--- config.mk ---
export PLATFORM = sky130hd
export DESIGN_NAME = tile_query_arbiter
export DESIGN_NICKNAME = d
export VERILOG_FILES = /design/src/rtl/tile_query_arbiter.sv
export SDC_FILE = /design/constraint.sdc
export NUM_CORES = 1
export LEC_CHECK = 0
export ABC_AREA = 1
export ABC_CLOCK_PERIOD_IN_PS = 6200
export CORE_AREA = 2 2 641 643
export CTS_BUF_LIST = sky130_fd_sc_hd__clkbuf_8
export DETAILED_ROUTE_END_ITERATION = 12
export DIE_AREA = 0 0 643 645
export PLACE_DENSITY_LB_ADDON = 0.12
export SLEW_MARGIN = 20
export SYNTH_ARGS = -nofsm -noshare
export SYNTH_HDL_FRONTEND = slang
export SYNTH_SLANG_ARGS = --single-unit
--- constraint.sdc ---
create_clock -name clk -period 6.2 [get_ports clk]
set_clock_uncertainty 0.05 [all_clocks]
set_input_delay 0.62 -clock clk [delete_from_list [all_inputs] [get_ports clk]]
set_output_delay 0.62 -clock clk [all_outputs]
set_load 0.05 [all_outputs]
--- src/rtl/tile_query_arbiter.sv ---
`default_nettype none
// ============================================================================
// Module      : tile_query_arbiter
// Description : Round-robin shared tilemap/dot lookup port for the player and
//               ghost movers. One grant per cycle; a two-stage pipeline turns
//               the granted pixel coordinate into a tile index and returns
//               wall/dot/out-of-bounds flags tagged with the requester id.
// Revision    : 1.0 - initial release
// ============================================================================
module tile_query_arbiter #(
  parameter int NREQ   = 5,
  parameter int WIDTH  = 640,
  parameter int HEIGHT = 480,
  parameter int TILE   = 20,
  parameter int XW     = $clog2(WIDTH),
  parameter int YW     = $clog2(HEIGHT),
  parameter int NT     = (WIDTH / TILE) * (HEIGHT / TILE),
  parameter int IW     = $clog2(NT),
  parameter int DW     = $clog2(NREQ)
) (
  input  logic               clk,
  input  logic               reset,
  input  logic [NREQ-1:0]    i_req,
  input  logic [NREQ*XW-1:0] i_qx,
  input  logic [NREQ*YW-1:0] i_qy,
  input  logic [NT-1:0]      i_tilemap,
  input  logic [NT-1:0]      i_dots,
  output logic [NREQ-1:0]    o_gnt,
  output logic               o_rsp_valid,
  output logic [DW-1:0]      o_rsp_id,
  output logic [IW-1:0]      o_rsp_idx,
  output logic               o_rsp_wall,
  output logic               o_rsp_dot,
  output logic               o_rsp_oob
);

  localparam int c_cols = WIDTH / TILE;

  // Arbitration state and stage-B capture registers
  logic [DW-1:0]   r_ptr;
  logic [NREQ-1:0] r_gnt;
  logic            r_b_valid;
  logic [DW-1:0]   r_b_id;
  logic [XW-1:0]   r_bx;
  logic [YW-1:0]   r_by;

  // Response registers
  logic            r_rsp_valid;
  logic [DW-1:0]   r_rsp_id;
  logic [IW-1:0]   r_rsp_idx;
  logic            r_rsp_wall;
  logic            r_rsp_dot;
  logic            r_rsp_oob;

  // Combinational arbitration / index logic
  logic            w_found;
  logic [DW-1:0]   w_win;
  logic [DW-1:0]   w_ptr_nxt;
  logic            w_oob;
  logic [XW-1:0]   w_col;
  logic [YW-1:0]   w_row;
  logic [IW-1:0]   w_idx;
  logic [IW-1:0]   w_sidx;

  // Scan requests starting at the pointer, wrapping; first set bit wins
  always_comb begin
    w_found = 1'b0;
    w_win   = '0;
    for (int o = 0; o < NREQ; o++) begin
      if (!w_found && i_req[(int'(r_ptr) + o) % NREQ]) begin
        w_found = 1'b1;
        w_win   = DW'((int'(r_ptr) + o) % NREQ);
      end
    end
  end

  assign w_ptr_nxt = (w_win == DW'(NREQ - 1)) ? '0 : w_win + 1'b1;

  // Grant pulse, pointer advance and capture of the winner's coordinate
  always_ff @(posedge clk or negedge reset) begin
    if (!reset) begin
      r_ptr     <= '0;
      r_gnt     <= '0;
      r_b_valid <= 1'b0;
      r_b_id    <= '0;
      r_bx      <= '0;
      r_by      <= '0;
    end else begin
      r_b_valid <= w_found;
      if (w_found) begin
        r_gnt  <= NREQ'(1) << w_win;
        r_ptr  <= w_ptr_nxt;
        r_b_id <= w_win;
        r_bx   <= i_qx[int'(w_win)*XW +: XW];
        r_by   <= i_qy[int'(w_win)*YW +: YW];
      end else begin
        r_gnt  <= '0;
      end
    end
  end

  // Coordinate to tile index; constant divisions truncate toward zero.
  // Out-of-bounds coordinates are steered to index 0 so the lookup never
  // addresses past the end of the tile vectors.
  assign w_oob  = (int'(r_bx) >= WIDTH) || (int'(r_by) >= HEIGHT);
  assign w_col  = r_bx / XW'(TILE);
  assign w_row  = r_by / YW'(TILE);
  assign w_idx  = IW'(w_row) * IW'(c_cols) + IW'(w_col);
  assign w_sidx = w_oob ? '0 : w_idx;

  // Lookup stage: tilemap/dots sampled live; data holds when no response
  always_ff @(posedge clk or negedge reset) begin
    if (!reset) begin
      r_rsp_valid <= 1'b0;
      r_rsp_id    <= '0;
      r_rsp_idx   <= '0;
      r_rsp_wall  <= 1'b0;
      r_rsp_dot   <= 1'b0;
      r_rsp_oob   <= 1'b0;
    end else begin
      r_rsp_valid <= r_b_valid;
      if (r_b_valid) begin
        r_rsp_id   <= r_b_id;
        r_rsp_idx  <= w_sidx;
        r_rsp_wall <= w_oob | ~i_tilemap[w_sidx];
        r_rsp_dot  <= ~w_oob & i_dots[w_sidx];
        r_rsp_oob  <= w_oob;
      end
    end
  end

  assign o_gnt       = r_gnt;
  assign o_rsp_valid = r_rsp_valid;
  assign o_rsp_id    = r_rsp_id;
  assign o_rsp_idx   = r_rsp_idx;
  assign o_rsp_wall  = r_rsp_wall;
  assign o_rsp_dot   = r_rsp_dot;
  assign o_rsp_oob   = r_rsp_oob;

endmodule
`default_nettype wire
==> flow_metrics.tcl, run 1 <==
set metrics [dict create \
    whs_ns 0.329 \
    cp_slowest_cell "dfrtp_1" \
    grt_pass1_vias 36116 \
    cts-htree-levels 2 \
    status "completed" \
    tns_ns 0 \
    die_y_um 645 \
    drive_gt1_share_pct 5.18 \
    drc 0 \
    hold_path.class "primary input to async pin" \
    slew_violations 0 \
    synth_cell_type_count 48 \
    start_util_pct 4.81 \
    cp-startpoint "r_bx[7]$_DFFE_PN0P_" \
    rsz0062_at_grt "false" \
    maxCapViolCount 0 \
    port_buffers 1639 \
    wl_met2_um 142000 \
    hold_viol_final 0 \
    synth_edf_count 0 \
    cts_sinks 44 \
    fin_crit_sh_pct 90.0 \
    path_max_fanout 42 \
    core-area_um2 408000 \
    final_util_pct 10.7 \
    cts_buffers 5 \
    ys_ff_latch 44 \
    syn_nets 5709 \
    endpoint_kind "register" \
    clkTransAtPathRegs_ns 0.11 \
    crit_buf_inv 6 \
    cts_setup_buffers 0 \
    clock_latency_ns 0.32 \
    crit_family "simple AND/OR/NAND/NOR gates" \
    setup_viol 0 \
    ys.flop_type "dfrtp_1" \
    max_slew.worst_pin.slew_ns 1.08 \
    place.gp.congestion 0.833 \
    cts-root-buf "clkbuf_8" \
    cp.required_ns 6.36 \
    fmax_mhz 179 \
    routed.top_layer "met5" \
    fin_crit_ns 5.58 \
    cts_tree "done" \
    post-dp-hpwl_um 235000 \
    cts_buffer_depth 2 \
    routed_wl_um 283000 \
    cp_common_cell "nand2_1" \
    grt_pass1_wl_um 361000 \
    syn_to_final_growth_pct 123 \
    critPathLaunchType "register" \
    synthArstFlopShare_pct 100 \
    via_per_inst 3.20 \
    final_common_cell "nand3_1" \
    io_pins 1660 \
    dr.pass1.iters 6 \
    num-nets-final 7205 \
    drt_iter0_drc 2687 \
    vias 35287 \
    synth_area_um2 19600 \
    worstSetupPathType "register to register" \
    die_area_um2 415000 \
    antenna_found_initial 103 \
    dp_slack_ns -0.104 \
    wl_met3_um 15700 \
    overflow 0 \
    final_cell_mix "nand3_1 (1756), clkdlybuf4s50_1 (1638), nand2_1 (1462)" \
    synth_seq_area_share_pct 5.61 \
    avgSynthCellArea_um2 4.85 \
    crit_arrival_ns 5.74 \
    rows 235 \
    syn_inst 4042 \
    ant_nets 0 \
    n_fill_cell 48254 \
    r2r_start "r_bx[7]$_DFFE_PN0P_" \
    ys_warn_count 0 \
    grt_start_max_net_pins 93 \
    cpPeakStageDelay_ns 0.40 \
    wl_met1_um 123000 \
    grt_use_total_pct 12.9 \
    wl_per_cell_um 25.6 \
    slew_headroom_pct 28.1 \
    die_w_um 643 \
    setup_slack_ns 0.618 \
]
sequential cells by signal (all words and copies together) (netlist names):
register and flops:
o_rsp_idx 10, o_gnt 5, o_rsp_oob 1, r_b_id 3, o_rsp_id 3, r_bx 8, o_rsp_wall 1, o_rsp_valid 1
r_by 7, r_b_valid 1, r_ptr 3, o_rsp_dot 1
cell usage after synthesis (2+ instances only):
master    number  area share (%)
nand3_1     1761              45
a22oi_1       11            0.42
o21a_1         2           0.077
nand2_2        5            0.16
o31ai_1        3            0.11
nor2_1        66             1.3
o22ai_1        4            0.13
xor2_1         8            0.36
nand4_1        3           0.096
buf_6          5            0.29
or2_2          6            0.19
a21oi_1       35            0.89
buf_4         63             2.4
o21ai_1       21            0.54
buf_2        205             5.2
or2_0          8            0.26
xnor2_1        3            0.13
a31oi_1        2           0.064
inv_2          8            0.15
ha_1          29             1.8
o21ai_0       55             1.4
nor3_1         3           0.077
dfrtp_1       44             5.6
o21bai_1       4            0.15
o211ai_1      16            0.61
nand2_1     1468              28
buf_1         29            0.55
inv_1         79             1.5
clkbuf_1      77             1.5
logic make-up after synthesis:
| logic type | count (synthesis) | share of synthesized area (%) |
|---|---|---|
| compound gates | 161 | 4.78 |
| xor+xnor | 12 | 0.631 |
| fa+ha+maj | 29 | 1.85 |
| buf+inv | 469 | 11.7 |
| flops | 44 | 5.61 |
| simple gates | 3327 | 75.4 |
per-stage QoR:
stage / instance area, um2 / std cells
floorplan: 19600 / 4042
global placement: 43400 / 10981
detailed placement: 43400 / 10981
CTS: 43500 / 10989
global route: 43700 / 11006
finish: 43700 / 11025
worst register-to-register path, delay by kind of cell (launching register included):
| kind | cells | cell delay, ns |
|---|---|---|
| flip-flops | 1 | 0.40 |
| AND/OR/NAND/NOR | 29 | 3.77 |
| AO/OA/AOI/OAI | 1 | 0.07 |
| buffers and inverters | 6 | 1.22 |
timing repair:
item                                    in CTS  in global routing
pin swaps                                    0                  0
resized for setup                            1                 12
hold buffers                                 0                  0
cloned                                       0                  1
hold endpoints to repair                     0                  0
endpoints found under the setup margin       1                  2
area by class of cell:
class                      instances  area (um2)  area share [%]
inverter                          89         398           0.910
multi-input combinational       3529       16300            37.3
clock inverter                     3        46.3           0.106
clock buffer                       5        68.8           0.157
sequential                        44        1100            2.52
antenna                           35        87.6           0.200
timing repair buffer            1869       18900            43.2
tap                             5451        6820            15.6
worst paths after layout:
path	to	slack, ns	cells after the start
min reg2reg	o_rsp_id[2]$_DFFE_PN0P_	0.44	2
max reg2reg	o_rsp_dot$_DFFE_PN0P_	0.62	36
max in group asynchronous	o_rsp_wall$_DFFE_PN0P_	5.33	2
min in group clk	o_rsp_id[2]$_DFFE_PN0P_	0.44	2
min	o_gnt[3]$_DFF_PN0_	0.33	2
max	o_rsp_dot$_DFFE_PN0P_	0.62	36
routing by layer:
metal | global-route usage, % | vias to the layer above
met5 | 0 | -
met4 | 1.07 | 44
met3 | 2.40 | 171
met2 | 23.3 | 1284
met1 | 16.3 | 17057
li1 | - | 16731
Power of run 1 is not shown: default switching activity piles up to over one toggle a cycle in this logic, so the estimate is an artifact.
==> run 2, diff against run 1 <==
- CTS_CLUSTER_DIAMETER: default -> 40
==> results of run 2 <==
Final layout, timing and power as in run 1 (identical DEF).
Power of run 2 is left out for the same reason.
